<file path="config.mk">
export PLATFORM = sky130hd
export DESIGN_NAME = serial_add
export DESIGN_NICKNAME = d
export VERILOG_FILES = /design/src/rtl/serial_add_pkg.sv /design/src/rtl/serial_add_fa.sv /design/src/rtl/serial_add.sv
export SDC_FILE = /design/constraint.sdc
export NUM_CORES = 1
export LEC_CHECK = 0
export CAP_MARGIN = 25
export CORE_MARGIN = 1
export CORE_UTILIZATION = 50
export CTS_BUF_LIST = sky130_fd_sc_hd__clkbuf_8
export CTS_CLUSTER_SIZE = 16
export DETAILED_ROUTE_END_ITERATION = 10
export PLACE_DENSITY = 0.71
export SETUP_SLACK_MARGIN = 0.3
export SLEW_MARGIN = 40
export SYNTH_ARGS = -nofsm -noshare
export SYNTH_HDL_FRONTEND = slang
export SYNTH_SLANG_ARGS = --single-unit
</file>
<file path="constraint.sdc">
create_clock -name clk -period 3.5 [get_ports clk]
set_input_delay 0.35 -clock clk [delete_from_list [all_inputs] [get_ports clk]]
set_output_delay 0.35 -clock clk [all_outputs]
set_load 0.05 [all_outputs]
</file>
<file path="src/rtl/serial_add_pkg.sv">
// Shared types and defaults for the bit-serial adder.
// Holds the FSM state encoding and the default operand width.
package serial_add_pkg;

  localparam int SERIAL_ADD_WIDTH = 4;

  typedef enum logic [1:0] {
    LOAD  = 2'd0,
    SHIFT = 2'd1,
    DONE  = 2'd2
  } state_e;

endpackage

</file>
<file path="src/rtl/serial_add_fa.sv">
// Combinational 1-bit full adder used as the serial adder's bit datapath.
// Zero latency; no flow control.
module serial_add_fa (
  input  logic a,
  input  logic b,
  input  logic ci,
  output logic s,
  output logic co
);

  assign s  = a ^ b ^ ci;
  assign co = (a & b) | (a & ci) | (b & ci);

endmodule

</file>
<file path="src/rtl/serial_add.sv">
// Bit-serial adder: one LOAD edge, WIDTH SHIFT edges, then holds {c_out,S} in DONE until reset.
// Latency WIDTH+1 edges from reset release; no backpressure. Optional done port under SERIAL_ADD_DONE_EN.
module serial_add
  import serial_add_pkg::*;
#(
  parameter int WIDTH = SERIAL_ADD_WIDTH
) (
  input  logic             clk,
  input  logic             rst,
  input  logic [WIDTH-1:0] a,
  input  logic [WIDTH-1:0] b,
  input  logic             c_in,
  output logic [WIDTH-1:0] S,
  output logic             c_out
`ifdef SERIAL_ADD_DONE_EN
  ,
  output logic             done
`endif
);

  localparam int            CW   = $clog2(WIDTH + 1);
  localparam logic [CW-1:0] LAST = CW'(WIDTH - 1);

  state_e           state_q, state_d;
  logic [WIDTH-1:0] a_sr_q, a_sr_d;
  logic [WIDTH-1:0] b_sr_q, b_sr_d;
  logic [WIDTH-1:0] sum_q, sum_d;
  logic [WIDTH-1:0] s_q, s_d;
  logic             carry_q, carry_d;
  logic             cout_q, cout_d;
  logic [CW-1:0]    cnt_q, cnt_d;
  logic             fa_s, fa_co;
  logic [WIDTH-1:0] sum_shift;

  serial_add_fa u_fa (
    .a  (a_sr_q[0]),
    .b  (b_sr_q[0]),
    .ci (carry_q),
    .s  (fa_s),
    .co (fa_co)
  );

  // LSB-first: each new sum bit enters at the MSB, so after WIDTH shifts bit 0 sits at the LSB.
  assign sum_shift = {fa_s, sum_q[WIDTH-1:1]};

  always_comb begin
    state_d = state_q;
    a_sr_d  = a_sr_q;
    b_sr_d  = b_sr_q;
    sum_d   = sum_q;
    s_d     = s_q;
    carry_d = carry_q;
    cout_d  = cout_q;
    cnt_d   = cnt_q;
    unique case (state_q)
      LOAD: begin
        a_sr_d  = a;
        b_sr_d  = b;
        carry_d = c_in;
        cnt_d   = '0;
        sum_d   = '0;
        state_d = SHIFT;
      end
      SHIFT: begin
        sum_d   = sum_shift;
        a_sr_d  = {1'b0, a_sr_q[WIDTH-1:1]};
        b_sr_d  = {1'b0, b_sr_q[WIDTH-1:1]};
        carry_d = fa_co;
        cnt_d   = cnt_q + CW'(1);
        if (cnt_q == LAST) begin
          state_d = DONE;
          s_d     = sum_shift;
          cout_d  = fa_co;
        end
      end
      DONE: begin
        state_d = DONE;
      end
      default: begin
        state_d = LOAD;
      end
    endcase
  end

  always_ff @(posedge clk or negedge rst) begin
    if (!rst) begin
      state_q <= LOAD;
      a_sr_q  <= '0;
      b_sr_q  <= '0;
      sum_q   <= '0;
      s_q     <= '0;
      carry_q <= 1'b0;
      cout_q  <= 1'b0;
      cnt_q   <= '0;
    end else begin
      state_q <= state_d;
      a_sr_q  <= a_sr_d;
      b_sr_q  <= b_sr_d;
      sum_q   <= sum_d;
      s_q     <= s_d;
      carry_q <= carry_d;
      cout_q  <= cout_d;
      cnt_q   <= cnt_d;
    end
  end

  assign S     = s_q;
  assign c_out = cout_q;

`ifdef SERIAL_ADD_DONE_EN
  logic done_q;

  always_ff @(posedge clk or negedge rst) begin
    if (!rst) begin
      done_q <= 1'b0;
    end else begin
      done_q <= (state_d == DONE);
    end
  end

  assign done = done_q;
`endif

endmodule

</file>
==> impl_metrics.ini <==
[worst_setup_path]
worstPathRequired_ps = 3150
path_delay_family = buffers and inverters
reg2reg_from = state_q[1]
criticalPathCategory = reg -> out
critPathLaunch = c_out
cpPeakStageDelay_ps = 800
path_depth = 1
ff2ff_path_depth = 4
crit_path_cell_trace = clkdlybuf4s50_1
timing.critical_path.fanout_max = 2
worst_path_max_delay_cell = clkdlybuf4s50_1
cp-start-kind = register
crit_path_end_kind = output pin
setup.worst_path.end = c_out
reg2reg_to = state_q[1]
cp_num_buf_inv = 1
arrival_ps = 1410
rrSetupSlack_ps = 1870

[drt]
firstDrtPassIters = 3
drt_iter0_drc = 3
ant_nets = 0
wl_per_cell_um = 12.7
finalWirelength_mm = 1.53
viasPerCell = 5.04
routed-via-count = 605
drc_errors = 0

[synthesis]
yosysWarnings = 0
syn_nets = 98
synth-seq-cells = 22
seq_area_frac_synth_pct = 54.1
synth_area_um2 = 1020
synth_area_per_cell_um2 = 12.4
synthCells = 82
ys_types = 18

[worst_hold_path]
hold_class = in -> async

[global_route]
grt_pass1_vias = 587
antenna_found_initial = 0
grt_busiest_layer = met2
grtUsageTotal_pct = 16.5
grt_use_met3_pct = 3.46
use_met2_pct = 26.9
grt_max_degree = 28
grt_overflow = 0
grt_pass1_wl_mm = 2.51
met1_usage_pct = 21.6

[power]
vdd_drop_max_mv = 0.302
finalPower_uw = 514
p_per_area_nw_per_um2 = 429
p_leak_uw = 0.000530

[placement]
gp_congestion = 0.678
io_buffers = 15
hpwl_mm = 1.10

[floorplan]
initial_core_util_pct = 55.9
die_w_um = 47.1
rows = 15
dieArea_um2 = 2220
die_y_um = 47.1
ioPinCount = 16
core_area_um2 = 1820

[final_layout]
layout_commonest_cell = dfrtp_1
fill_cells = 153
fin_nets = 113
num_antenna_cells = 0
area_growth_pct = 17.7
drive_gt1_share_pct = 14.7
final_cell_mix = dfrtp_1 (22), clkdlybuf4s50_1 (14), mux2i_1 (10)

[cts]
htreeDepth = 1
post_cts_buffers = 0
cts_inserted_buffers = 3
cts_hold_buf = 0
worstSkewPairLatency_ps = 250
post_cts_resized = 0
clk_pin_slew_ps = 70
cts_tree = done
clock_sinks = 22
cts-root-buf = clkbuf_8
cts.path.max_buffers = 2

[sta]
setup_tns_ps = 0
timing.hold.ws_ps = 46.5
maxClockFrequency_mhz = 569
period_minus_slack_ps = 1760
skew_ps = 3.52
finalMaxSlewViolations = 0
slew_headroom_pct = 55.3
tightest_slew_ps = 671
finalSetupViolCount = 0
finalHoldViolations = 0
rsz0062_at_grt = no
fin_crit_sh_pct = 50.2

[outcome]
status = completed

[run]
maxCapViolations = 0
layer usage:
metal / vias to the layer above / share of wire (%) / wire length [µm]
met4: 0 / 0.65 / 10
li1: 301 / - / -
met3: 2 / 2.8 / 43
met2: 9 / 48 / 733
met5: - / 0 / 0
met1: 293 / 49 / 742
cell families (layout without fill, tap and decap cells):
family	after synthesis	in the layout	share of synthesized area, %
flops	22	22	54.1
mux	17	17	18.3
simple gates	17	17	8.24
compound gates	12	12	7.01
buf+inv	9	22	5.41
fa+ha+maj	5	5	6.89
worst min path at each step:
stage / startpoint / cells after the start / to
6_report: rst / 1 / S[3]
3_5_place_dp: rst / 1 / S[3]
2_1_floorplan: rst / 0 / S[0]
4_1_cts: rst / 1 / S[3]
5_1_grt: rst / 1 / a_sr_q[1]
3_3_place_gp: a_sr_q[1] / 2 / a_sr_q[0]
report_power, final:
| group | switching (µW) | internal [µW] | leakage [µW] |
|---|---|---|---|
| registers | 9.53 | 271 | 0.000276 |
| logic | 49.6 | 35.8 | 0.000232 |
| clock network | 71.5 | 76.4 | 0.0000216 |
state kept, by name, indices dropped and copies added (netlist names):
register / cells
a_sr_q: 4
carry_q: 1
sum_q: 3
b_sr_q: 4
c_out: 1
cnt_q: 3
S: 4
state_q: 2
Yosys cell counts:
cell type,number,area share [%]
a22o_1,3,2.6
buf_2,2,0.98
buf_4,1,0.74
buf_6,2,2.2
dfrtp_1,22,54
fa_1,1,2.0
ha_1,4,4.9
inv_1,4,1.5
mux2_2,5,5.5
mux2_4,2,3.0
mux2i_1,10,9.8
nand2_1,9,3.3
nand2_2,1,0.62
nand2b_1,3,1.8
nor2_1,3,1.1
nor2b_4,1,1.4
o21ai_0,4,2.0
o21ai_1,5,2.5
through the flow:
stage | cells | utilization [%] | cell area [µm²] | setup slack (ps)
5_1_grt | 120 | 65.8 | 1200 | 1700
3_5_place_dp | 117 | 63.4 | 1150 | 1600
4_1_cts | 120 | 65.6 | 1190 | 1580
3_3_place_gp | 117 | 63.6 | 1160 | 1640
6_report | 120 | 65.8 | 1200 | 1740
2_1_floorplan | 82 | - | 1020 | 2140
layout make-up:
class	count	area, µm²	area share (%)
flip-flops and latches	22	551	46.0
repair buffers	15	145	12.1
multi-input cells	51	414	34.6
well taps	25	31.3	2.61
inverters	4	15.0	1.25
clock buffers	3	41.3	3.45
No activity file was read; power rests on OpenSTA's default activity.
